==> config.mk <==
export PLATFORM = sky130hd
export DESIGN_NAME = adder_serial_ctrl
export DESIGN_NICKNAME = d
export VERILOG_FILES = /design/src/rtl/adder_serial_ctrl.sv
export SDC_FILE = /design/constraint.sdc
export NUM_CORES = 1
export LEC_CHECK = 0
export BUFFER_PORTS_ARGS = -buffer_cell sky130_fd_sc_hd__buf_2
export CELL_PAD_IN_SITES_DETAIL_PLACEMENT = 1
export CELL_PAD_IN_SITES_GLOBAL_PLACEMENT = 1
export CORE_MARGIN = 4
export CORE_UTILIZATION = 42
export CTS_BUF_LIST = sky130_fd_sc_hd__clkbuf_4 sky130_fd_sc_hd__clkbuf_8
export DETAILED_ROUTE_END_ITERATION = 12
export PLACE_DENSITY_LB_ADDON = 0.1
export SYNTH_ARGS = -nofsm -noshare
export SYNTH_HDL_FRONTEND = slang
export SYNTH_SLANG_ARGS = --single-unit
==> constraint.sdc <==
create_clock -name i_clk -period 1.6 [get_ports i_clk]
set_clock_uncertainty 0.05 [all_clocks]
set_input_delay 0.08 -clock i_clk [delete_from_list [all_inputs] [get_ports i_clk]]
set_output_delay 0.08 -clock i_clk [all_outputs]
set_load 0.01 [all_outputs]
==> src/rtl/adder_serial_ctrl.sv <==
// Bit-serial adder controller: one shared full adder, LSB first, valid/ready on both sides.
// Optional signed-overflow output o_ovf is enabled by defining ADDER_SERIAL_CTRL_OVF_EN.

module adder_1bit_full (
  input  logic a,
  input  logic b,
  input  logic cin,
  output logic sum,
  output logic cout
);

  assign sum  = a ^ b ^ cin;
  assign cout = (a & b) | (cin & (a ^ b));

endmodule

module adder_serial_ctrl #(
  parameter int DATA_WIDTH = 8
) (
  input  logic                  i_clk,
  input  logic                  i_rst_n,
  input  logic                  i_vld,
  output logic                  o_rdy,
  input  logic [DATA_WIDTH-1:0] i_num_a,
  input  logic [DATA_WIDTH-1:0] i_num_b,
  input  logic                  i_cry,
  output logic                  o_vld,
  input  logic                  i_rdy,
  output logic [DATA_WIDTH-1:0] o_res,
  output logic                  o_cry,
`ifdef ADDER_SERIAL_CTRL_OVF_EN
  output logic                  o_ovf,
`endif
  output logic                  o_busy
);

  localparam int CNT_WIDTH = (DATA_WIDTH > 1) ? $clog2(DATA_WIDTH) : 1;
  localparam logic [CNT_WIDTH-1:0] CNT_LAST = CNT_WIDTH'(DATA_WIDTH - 1);
  localparam logic [CNT_WIDTH-1:0] CNT_ONE  = CNT_WIDTH'(1);

  typedef enum logic [1:0] {
    IDLE = 2'd0,
    CALC = 2'd1,
    DONE = 2'd2
  } state_t;

  state_t state_q, state_d;

  logic [DATA_WIDTH-1:0] sa_q;
  logic [DATA_WIDTH-1:0] sb_q;
  logic [DATA_WIDTH-1:0] sr_q;
  logic [DATA_WIDTH-1:0] sr_nxt;
  logic [DATA_WIDTH-1:0] res_q;
  logic [CNT_WIDTH-1:0]  cnt_q;
  logic                  cr_q;
  logic                  cry_q;
  logic                  sum_bit;
  logic                  cout_bit;
  logic                  last_bit;

  adder_1bit_full u_fa (
    .a    (sa_q[0]),
    .b    (sb_q[0]),
    .cin  (cr_q),
    .sum  (sum_bit),
    .cout (cout_bit)
  );

  assign last_bit = (cnt_q == CNT_LAST);

  generate
    if (DATA_WIDTH == 1) begin : g_sr_w1
      assign sr_nxt = sum_bit;
    end else begin : g_sr_wn
      assign sr_nxt = {sum_bit, sr_q[DATA_WIDTH-1:1]};
    end
  endgenerate

  // NOTE: every signal assigned in always_comb gets a default first, otherwise a latch is inferred.
  always_comb begin
    state_d = state_q;
    o_rdy   = 1'b0;
    o_vld   = 1'b0;
    o_busy  = 1'b0;
    case (state_q)
      IDLE: begin
        o_rdy = 1'b1;
        if (i_vld) state_d = CALC;
      end
      CALC: begin
        o_busy = 1'b1;
        if (last_bit) state_d = DONE;
      end
      DONE: begin
        o_vld  = 1'b1;
        o_busy = 1'b1;
        if (i_rdy) state_d = IDLE;
      end
      default: state_d = IDLE;
    endcase
  end

  // NOTE: sequential state uses non-blocking assignments so all flops update together at the edge.
  always_ff @(posedge i_clk or negedge i_rst_n) begin
    if (!i_rst_n) state_q <= IDLE;
    else          state_q <= state_d;
  end

  // Result is copied out only on the final bit, so o_res never shows a partial sum.
  always_ff @(posedge i_clk or negedge i_rst_n) begin
    if (!i_rst_n) begin
      sa_q  <= '0;
      sb_q  <= '0;
      sr_q  <= '0;
      cr_q  <= 1'b0;
      cnt_q <= '0;
      res_q <= '0;
      cry_q <= 1'b0;
    end else begin
      case (state_q)
        IDLE: begin
          if (i_vld) begin
            sa_q  <= i_num_a;
            sb_q  <= i_num_b;
            cr_q  <= i_cry;
            cnt_q <= '0;
          end
        end
        CALC: begin
          sa_q <= sa_q >> 1;
          sb_q <= sb_q >> 1;
          sr_q <= sr_nxt;
          cr_q <= cout_bit;
          if (last_bit) begin
            res_q <= sr_nxt;
            cry_q <= cout_bit;
          end else begin
            cnt_q <= cnt_q + CNT_ONE;
          end
        end
        default: ;
      endcase
    end
  end

`ifdef ADDER_SERIAL_CTRL_OVF_EN
  logic cmsb_q;

  // cr_q during the last CALC cycle is the carry into the MSB.
  always_ff @(posedge i_clk or negedge i_rst_n) begin
    if (!i_rst_n)                        cmsb_q <= 1'b0;
    else if (state_q == CALC && last_bit) cmsb_q <= cr_q;
  end

  assign o_ovf = cmsb_q ^ cry_q;
`endif

  assign o_res = res_q;
  assign o_cry = cry_q;

endmodule

==> flow_summary.yaml, run 1 <==
clocking:
  cts_buffers: 5
  tritoncts: "done"
  clk_pin_slew_worst_paths_ns: 0.08
  clock-sinks: 38
  clkLatencyLatePin_ns: 0.29
  root_buffer: "clkbuf_8"
  cts.htree.levels: 2
  cts_max_path_buffers: 2
setup_path:
  arrival_ns: 1.70
  endpoint_kind: "flip-flop"
  required_ns: 1.72
  max_stage_delay_ns: 0.42
  reg2reg_depth: 4
  critPathKind: "reg2reg"
  cp_slowest_cell: "dfrtp_1"
  crit_buf_inv: 1
  timing.rr.start: "state_q[0]"
  cp_top_family: "flip-flops"
  cp-startpoint: "state_q[0]"
  rr_endpoint: "state_q[0]"
  start_kind: "flip-flop"
  r2r_slack_ns: 0.02
  cp_cell_sequence: "buf_6 > ha_4 > a221oi_4 > mux2_4"
  worstPathMaxFanout: 7
pwr:
  pwr-share-clk_pct: 14.9
  leakage_nw: 1.17
  p_comb_share_pct: 49.8
  switchingPower_w: 0.00166
  ir_worst_vdd_v: 0.000778
  intPower_w: 0.00296
  power_frac_seq_pct: 35.2
  powerDensity_mw_per_mm2: 1960
  p_sw_share_pct: 35.9
detailed_routing:
  firstDrtPassIters: 3
  drc_errors: 0
  via_per_inst: 4.95
  detail-route-antenna-nets: 0
  wl_per_cell_um: 14.9
  num_vias: 1232
  first_iter_violations: 34
  drt_wl_total_mm: 3.71
placement:
  routabilityCongestion: 0.719
  dp_hpwl_mm: 2.83
  post-place-ws_ns: -0.0556
  numPortBuffers: 32
  post_dp_cell_area_mm2: 0.00214
timing:
  grt_setup_unrepaired: "true"
  finalCritPeriodShare_pct: 99.0
  hold_violations: 0
  setup_slack_ns: 0.0155
  fmax_mhz: 631
  slew_viol_final: 0
  min_period_ns: 1.58
  worst_slew_pin_slew_ns: 0.432
  slew_headroom_pct: 71.2
  setup_viol: 0
yosys:
  syn_inst: 141
  syn_area_mm2: 0.00190
  synth_seq_cells: 38
  ys_warn_count: 0
  synth_cell_types: 21
  avgSynthCellArea_um2: 13.5
  synth_nets: 169
  seq_area_frac_synth_pct: 50.1
hold_path:
  worst_hold_path.num_cells: 3
  hold_start: "i_num_b[6]"
  min_to: "sb_q[6]"
  min_path_type: "in2reg"
cells_and_area:
  area_growth_syn_to_layout_pct: 24.4
  n_fill_cell: 466
  diodes: 0
  layout.nets: 224
  final_design_area_no_fill_mm2: 0.00236
  drive_gt1_share_pct: 49.7
  multiInputGateArea_um2: 875
  seq_area_um2: 951
floorplan:
  die_w_um: 75.2
  rows: 24
  initial_core_util_pct: 43.6
  pin_count: 33
  die_y_um: 75.2
  core_area_mm2: 0.00435
  design.die.area_mm2: 0.00566
grt:
  grt_max_degree: 38
  overflow: 0
  track_usage_pct: 14.6
  grt_pass1_vias: 1347
  grt_antenna_before_repair: 0
  grt_pass1_wl_mm: 6.15
run_status:
  status: "finished clean"
run:
  maxCapViolCount: 0
-- worst min-delay path, delay by kind of cell --
kind            cells  cell delay (ns)
buf+inv             1             0.08
mux                 1             0.06
compound gates      1             0.10
-- cells in the final DEF (no fill, tap or decap), drive strengths merged, types with 3 or more instances in the layout --
cell type,netlist,routed
dlygate4sd3,0,4
o21ai,20,20
ha,6,6
mux2i,16,16
nand2,21,21
buf,7,51
nand2b,4,4
inv,4,4
mux2,18,18
dfrtp,38,38
clkbuf,0,6
a22o,3,3
-- sequential cells by signal (all words and copies together) (netlist names) --
name     cells
o_res        8
cnt_q        3
cr_q         1
sa_q         8
sb_q         8
state_q      2
o_cry        1
sr_q         7
-- power groups by stage --
stage	clock, W	sequential (W)	combinational (W)
floorplan	0	0.00162	0.00171
global placement	0	0.00163	0.00202
detailed placement	0	0.00166	0.00214
CTS	0.000705	0.00164	0.00227
global route	0.000760	0.00169	0.00255
finish	0.000691	0.00163	0.00231
-- cells in the mapped netlist, drive strengths merged --
master  instances  share of area (%)
dfrtp          38                 50
nand2          21                5.0
o21ai          20                7.1
mux2           18                 13
mux2i          16                9.1
buf             7                5.1
ha              6                4.0
inv             4               0.79
nand2b          4                1.3
a22o            3                1.4
a221oi          1                1.4
and2b           1               0.53
fa              1                1.1
or2             1               0.33
-- worst max-delay path by stage --
| stage | end | slack (ns) | cells after the start |
|---|---|---|---|
| 2_1_floorplan | state_q[0] | -0.005 | 6 |
| 4_1_cts | state_q[0] | 0.005 | 5 |
| 3_3_place_gp | o_res[7] | -0.003 | 5 |
| 5_1_grt | state_q[0] | -0.03 | 4 |
| 6_report | state_q[0] | 0.02 | 4 |
| 3_5_place_dp | sb_q[3] | -0.06 | 5 |
-- stage by stage --
step / utilization, % / std cells / power, W / TNS [ns] / hold WS, ns
global route: 54.2 / 249 / 0.00501 / -0.0598 / 0.0158
global placement: 49.2 / 231 / 0.00364 / -0.00685 / -0.00733
finish: 54.2 / 249 / 0.00463 / 0 / 0.0137
detailed placement: 49.2 / 231 / 0.00380 / -0.899 / -0.00547
CTS: 53.2 / 244 / 0.00462 / 0 / 0.00662
floorplan: - / 141 / 0.00333 / -0.0102 / -0.266
-- repair_timing --
action / CTS / global route
gates resized for setup: 6 / 3
endpoints found under the hold margin: 20 / 1
pin swaps: 1 / 1
hold buffers: 3 / 1
endpoints found under the setup margin: 32 / 3
setup buffers: 2 / 4
-- layout make-up --
type,count,share of cell area [%]
clock buffers,6,3.50
clock inverters,2,0.530
multi-input cells,92,37.1
well taps,52,2.76
repair buffers,55,15.2
inverters,4,0.636
flip-flops and latches,38,40.3
-- per-layer routing --
| metal | vias up | wire, µm | share of wire (%) | GRT usage, % |
|---|---|---|---|---|
| met1 | 606 | 1570 | 42 | 17.0 |
| met2 | 25 | 1930 | 52 | 26.0 |
| met5 | - | 0 | 0 | 0 |
| met4 | 0 | 33 | 0.89 | 4.08 |
| li1 | 597 | - | - | - |
| met3 | 4 | 171 | 4.6 | 4.41 |
-- cells by family after synthesis --
kind of cell / share of synthesized area (%)
DFF: 50.1
muxes: 22.0
and+or+nand+nor: 7.19
AOI/OAI and AO/OA: 9.83
buffers and inverters: 5.87
adders and majority gates: 5.01
Note: power is estimated with default switching activity, not from simulation.
==> run 2: changes to the inputs <==
--- a/config.mk
+++ b/config.mk
@@ -15,4 +15,5 @@
 export PLACE_DENSITY_LB_ADDON = 0.1
 export SYNTH_ARGS = -nofsm -noshare
 export SYNTH_HDL_FRONTEND = slang
+export SYNTH_HIERARCHICAL = 1
 export SYNTH_SLANG_ARGS = --single-unit
==> run 2 against run 1 <==
Critical endpoint unchanged. Synthesized cell count unchanged. Sequential share of layout area fell by 2.0 points. Critical path type unchanged. Largest cell class unchanged. Fmax is 0.73% lower. Worst setup slack worse by 0.012 ns. Final cell count grew 0.40%. Clock-buffer cell count is the same. Sequential power about the same.
==> flow_summary.yaml, run 2 <==
cells_and_area:
  drive_gt1_share_pct: 48.5
  area_growth_syn_to_layout_pct: 32.2
  diodes: 0
  layout_commonest_cell: "dfrtp_1"
  final_cell_mix: "dfrtp_1, buf_2, nand2_1"
  final_cell_count_no_fill: 250
  final_design_area_no_fill_mm2: 0.00248
  layout.nets: 225
setup_path:
  start_kind: "flip-flop"
  cp-startpoint: "state_q[0]"
  required_ns: 1.72
  critPathKind: "reg2reg"
  endpoint_kind: "flip-flop"
  arrival_ns: 1.72
  r2r_slack_ns: 0.004
  reg2reg_depth: 5
  timing.rr.start: "state_q[0]"
  crit_end: "state_q[0]"
  rr_endpoint: "state_q[0]"
  worstPathMaxFanout: 4
yosys:
  ys_top_cells_by_count: "dfrtp_1, nand2_1, mux2i_1"
  synth_seq_cells: 38
  syn_inst: 141
  syn_area_mm2: 0.00188
  synth_nets: 169
  synth_edf_count: 0
  async_flop_share_pct: 100
  seq_area_frac_synth_pct: 50.6
  avgSynthCellArea_um2: 13.3
  synth_area_leaders: "dfrtp_1, mux2_4, mux2i_1"
  ys_warn_count: 6
  synth_top_cell_by_area: "dfrtp_1"
  synth_cell_types: 22
  synthFlopType: "dfrtp_1"
  yosysMostFrequentCell: "dfrtp_1"
  yosysTopAreaCellShare_pct: 50.6
floorplan:
  initial_core_util_pct: 43.1
  pin_count: 33
  die_w_um: 74.9
  core_area_mm2: 0.00435
  design.die.area_mm2: 0.00561
  rows: 24
  die_y_um: 74.9
detailed_routing:
  wl_per_cell_um: 16.8
  detail-route-antenna-nets: 0
  wl_met1_mm: 1.75
  firstDrtPassIters: 4
  drc_errors: 0
  dr.max_layer_used: "met4"
  via_per_inst: 5.06
  met2_length_mm: 2.18
  wl_met3_um: 187
  first_iter_violations: 57
  drt_wl_total_mm: 4.19
  num_vias: 1266
clocking:
  clk_pin_slew_worst_paths_ns: 0.08
  clock-sinks: 38
  clkLatencyLatePin_ns: 0.29
  cts_max_path_buffers: 2
  cts.htree.levels: 2
  root_buffer: "clkbuf_8"
  tritoncts: "done"
  cts_buffers: 5
placement:
  placed_cells: 226
  routabilityCongestion: 0.776
  dp_hpwl_mm: 2.53
  numPortBuffers: 32
  post_dp_cell_area_mm2: 0.00210
grt:
  track_usage_pct: 14.6
  overflow: 0
  grt_antenna_before_repair: 0
  grt_pass1_vias: 1274
  grt_max_degree: 39
  grt_pass1_wl_mm: 6.13
timing:
  worst_slew_pin_slew_ns: 0.491
  whs_ns: 0.0121
  finalCritPeriodShare_pct: 99.8
  slew_viol_final: 0
  min_period_ns: 1.60
  slew_headroom_pct: 67.3
  tns_ns: 0
  grt_setup_unrepaired: "true"
  fmax_mhz: 626
  setup_viol: 0
  hold_violations: 0
run_status:
  status: "finished clean"
pwr:
  leakage_nw: 1.23
  ir_worst_vdd_v: 0.00107
  powerDensity_mw_per_mm2: 2130
  report.power.total_w: 0.00529
hold_path:
  min_path_type: "in2reg"
run:
  maxCapViolCount: 0
run 2: worst max-delay path: stages, from the launching register on:
cell and delay, ns:
dfrtp_1 0.38, inv_1 0.11, ha_4 0.19, and2b_4 0.18, a221oi_4 0.23, mux2_4 0.34
run 2: timing repair:
item | CTS | global route
hold buffers | 4 | 0
pin swaps | 0 | 5
gates resized for setup | 2 | 7
hold endpoints to repair | 41 | 0
buffers inserted | 3 | 6
setup endpoints to repair | 12 | 38
cloned | 0 | 3
run 2: per-stage QoR:
step           utilization [%]  setup WS [ns]
2_1_floorplan                -       -0.00512
5_1_grt                   57.0        -0.0462
3_5_place_dp              48.3        -0.0605
6_report                  57.0        0.00372
3_3_place_gp              48.3         0.0369
4_1_cts                   53.1        -0.0310
run 2: layout make-up:
class,count,area (µm²)
repair buffers,56,440
clock inverters,2,60.1
clock buffers,6,82.6
flip-flops and latches,38,951
multi-input cells,92,870
fillers,453,1870
inverters,4,15.0
well taps,52,65.1
run 2: worst min-delay path by stage:
stage	from	to	slack [ns]	cells past startpoint
global route	i_num_a[5]	sa_q[5]	0.02	3
finish	i_num_a[5]	sa_q[5]	0.01	3
detailed placement	i_rst_n	o_res[2]	0.11	2
floorplan	i_rst_n	cnt_q[0]	-0.27	0
global placement	i_rst_n	o_res[2]	0.11	2
CTS	i_num_b[3]	sb_q[3]	0.002	3
run 2: logic make-up after synthesis:
kind of cell	count (synthesis)	share of synthesized area, %
AO/OA/AOI/OAI	24	9.33
flip-flops	38	50.6
multiplexers	34	22.2
AND/OR/NAND/NOR	27	7.26
adder cells (fa/ha/maj)	7	5.06
buffers and inverters	11	5.53
run 2: per-layer routing:
metal | track usage [%] | vias to the layer above
met1 | 17.3 | 636
li1 | - | 597
met2 | 25.9 | 26
met4 | 4.74 | 0
met5 | 0 | -
met3 | 3.60 | 7
run 2: where the power goes:
group          internal [W]  switching [W]  leakage (nW)
Combinational       0.00147        0.00116         0.670
Sequential          0.00138       0.000273         0.485
Clock              0.000665       0.000342        0.0714
Total               0.00351        0.00178          1.23
==> run 3: changes to the inputs <==
--- a/config.mk
+++ b/config.mk
@@ -9,7 +9,7 @@
 export CELL_PAD_IN_SITES_DETAIL_PLACEMENT = 1
 export CELL_PAD_IN_SITES_GLOBAL_PLACEMENT = 1
 export CORE_MARGIN = 4
-export CORE_UTILIZATION = 42
+export CORE_UTILIZATION = 45
 export CTS_BUF_LIST = sky130_fd_sc_hd__clkbuf_4 sky130_fd_sc_hd__clkbuf_8
 export DETAILED_ROUTE_END_ITERATION = 12
 export PLACE_DENSITY_LB_ADDON = 0.1
==> constraint.sdc (replaced) <==
create_clock -name i_clk -period 1.87 [get_ports i_clk]
set_clock_uncertainty 0.05 [all_clocks]
set_input_delay 0.0935 -clock i_clk [delete_from_list [all_inputs] [get_ports i_clk]]
set_output_delay 0.0935 -clock i_clk [all_outputs]
set_load 0.01 [all_outputs]
==> run 3 against run 2 <==
Wire length decreased by 19%. Worst setup slack improved by 0.089 ns. Global-route usage decreased by 0.14 points. Sequential power decreased by 15%. Combinational power decreased by 37%. Die area decreased by 6.0%. Fmax decreased by 10%. Critical endpoint unchanged.
==> flow_summary.yaml, run 3 (synthesis gave the netlist of run 2 again) <==
detailed_routing:
  wl_met3_um: 146
  via_per_inst: 4.96
  num_vias: 1145
  detail-route-antenna-nets: 0
  dr.max_layer_used: "met4"
  met2_length_mm: 1.66
  drc_errors: 0
  wl_per_cell_um: 14.6
  first_iter_violations: 47
  firstDrtPassIters: 4
  wl_met1_mm: 1.56
  drt_wl_total_mm: 3.38
grt:
  grt_max_degree: 38
  overflow: 0
  grt_antenna_before_repair: 0
  grt_pass1_vias: 1242
  grt_pass1_wl_mm: 5.95
  track_usage_pct: 14.5
timing:
  finalCritPeriodShare_pct: 95.0
  worst_slew_pin_slew_ns: 0.305
  slew_viol_final: 0
  grt_setup_unrepaired: "false"
  hold_violations: 0
  slew_headroom_pct: 79.7
  whs_ns: 0.0170
  min_period_ns: 1.78
  setup_viol: 0
  fmax_mhz: 563
  tns_ns: 0
hold_path:
  hold_start: "i_num_b[7]"
  min_path_type: "in2reg"
  worst_hold_path.num_cells: 3
  min_to: "sb_q[7]"
floorplan:
  rows: 23
  die_w_um: 72.6
  pin_count: 33
  die_y_um: 72.6
  initial_core_util_pct: 46.6
  core_area_mm2: 0.00403
  design.die.area_mm2: 0.00527
placement:
  placed_cells: 222
  post_dp_cell_area_mm2: 0.00207
  dp_hpwl_mm: 2.54
  routabilityCongestion: 0.782
  numPortBuffers: 32
cells_and_area:
  drive_gt1_share_pct: 42.5
  area_growth_syn_to_layout_pct: 15.9
  layout.nets: 208
  diodes: 0
  n_fill_cell: 449
  layout_commonest_cell: "dfrtp_1"
  final_design_area_no_fill_mm2: 0.00218
  final_cell_count_no_fill: 231
  final_cell_mix: "dfrtp_1, buf_2, nand2_1"
clocking:
  root_buffer: "clkbuf_8"
  cts_buffers: 5
  post_cts_buffers: 0
  cts_max_path_buffers: 2
  clkLatencyLatePin_ns: 0.29
  clock-sinks: 38
  tritoncts: "done"
  cts.htree.levels: 2
  clk_pin_slew_worst_paths_ns: 0.07
pwr:
  p_comb_share_pct: 45.3
  intPower_w: 0.00232
  pwr-share-clk_pct: 16.1
  p_sw_share_pct: 36.2
  leakage_nw: 1.09
  switchingPower_w: 0.00132
  power_frac_seq_pct: 38.6
  ir_worst_vdd_v: 0.000964
  powerDensity_mw_per_mm2: 1670
setup_path:
  worstPathMaxFanout: 8
  rr_endpoint: "state_q[0]"
  required_ns: 1.99
  timing.rr.start: "cnt_q[0]"
  endpoint_kind: "flip-flop"
  r2r_slack_ns: 0.09
  start_kind: "flip-flop"
  critPathKind: "reg2reg"
  arrival_ns: 1.90
  reg2reg_depth: 5
run_status:
  status: "finished clean"
run:
  maxCapViolCount: 0
[run 3: cell types whose count changed in the layout (fill, tap and decap cells not counted), moves of 2 or more]
cell           change
ha_4               -3
buf_12             -2
clkbuf_16          -3
ha_1               +3
buf_4              -9
dlygate4sd3_1      -3
bufinv_16          -2
[run 3: routing by layer]
metal,GRT usage (%),vias up
met4,3.69,0
met5,0,-
li1,-,560
met2,23.0,24
met1,19.5,559
met3,4.27,2
[run 3: metrics by stage]
step,setup WS [ns],util [%],total power (W)
global route,0.00756,54.0,0.00394
CTS,0.0882,54.0,0.00371
detailed placement,0.0997,51.4,0.00310
finish,0.0929,54.0,0.00364
floorplan,0.228,-,0.00278
global placement,0.225,51.4,0.00299
[run 3: power groups by stage]
stage	Sequential, W	Clock (W)	Combinational, W
6_report	0.00141	0.000584	0.00165
2_1_floorplan	0.00138	0	0.00140
5_1_grt	0.00145	0.000661	0.00183
3_5_place_dp	0.00143	0	0.00167
4_1_cts	0.00141	0.000618	0.00168
3_3_place_gp	0.00139	0	0.00159
[run 3: worst max path at each step]
stage	startpoint	endpoint	slack [ns]
final	cnt_q[0]	state_q[0]	0.09
after global routing	cnt_q[0]	state_q[1]	0.008
after CTS	cnt_q[0]	state_q[0]	0.09
after detailed placement	cnt_q[0]	state_q[1]	0.1
after global placement	cnt_q[0]	state_q[0]	0.22
after floorplan	state_q[0]	state_q[0]	0.23
[run 3: final cells by class]
class	count	area (µm²)	share of cell area, %
Clock buffer	6	82.6	3.79
Clock inverter	2	12.5	0.575
Inverter	4	15.0	0.690
Multi-Input combinational cell	92	826	37.9
Sequential cell	38	951	43.7
Tap cell	50	62.6	2.87
Timing Repair Buffer	39	228	10.5
[run 3: timing repair]
item | in CTS | in global routing
gates resized for setup | 0 | 0
hold buffers | 1 | 0
endpoints found under the hold margin | 38 | 0
[run 3: critical path, stage by stage (launching register included)]
cell and delay [ns]:
dfrtp_1 0.40, ha_1 0.17, ha_1 0.29, inv_2 0.07
a221oi_4 0.35, mux2_4 0.33
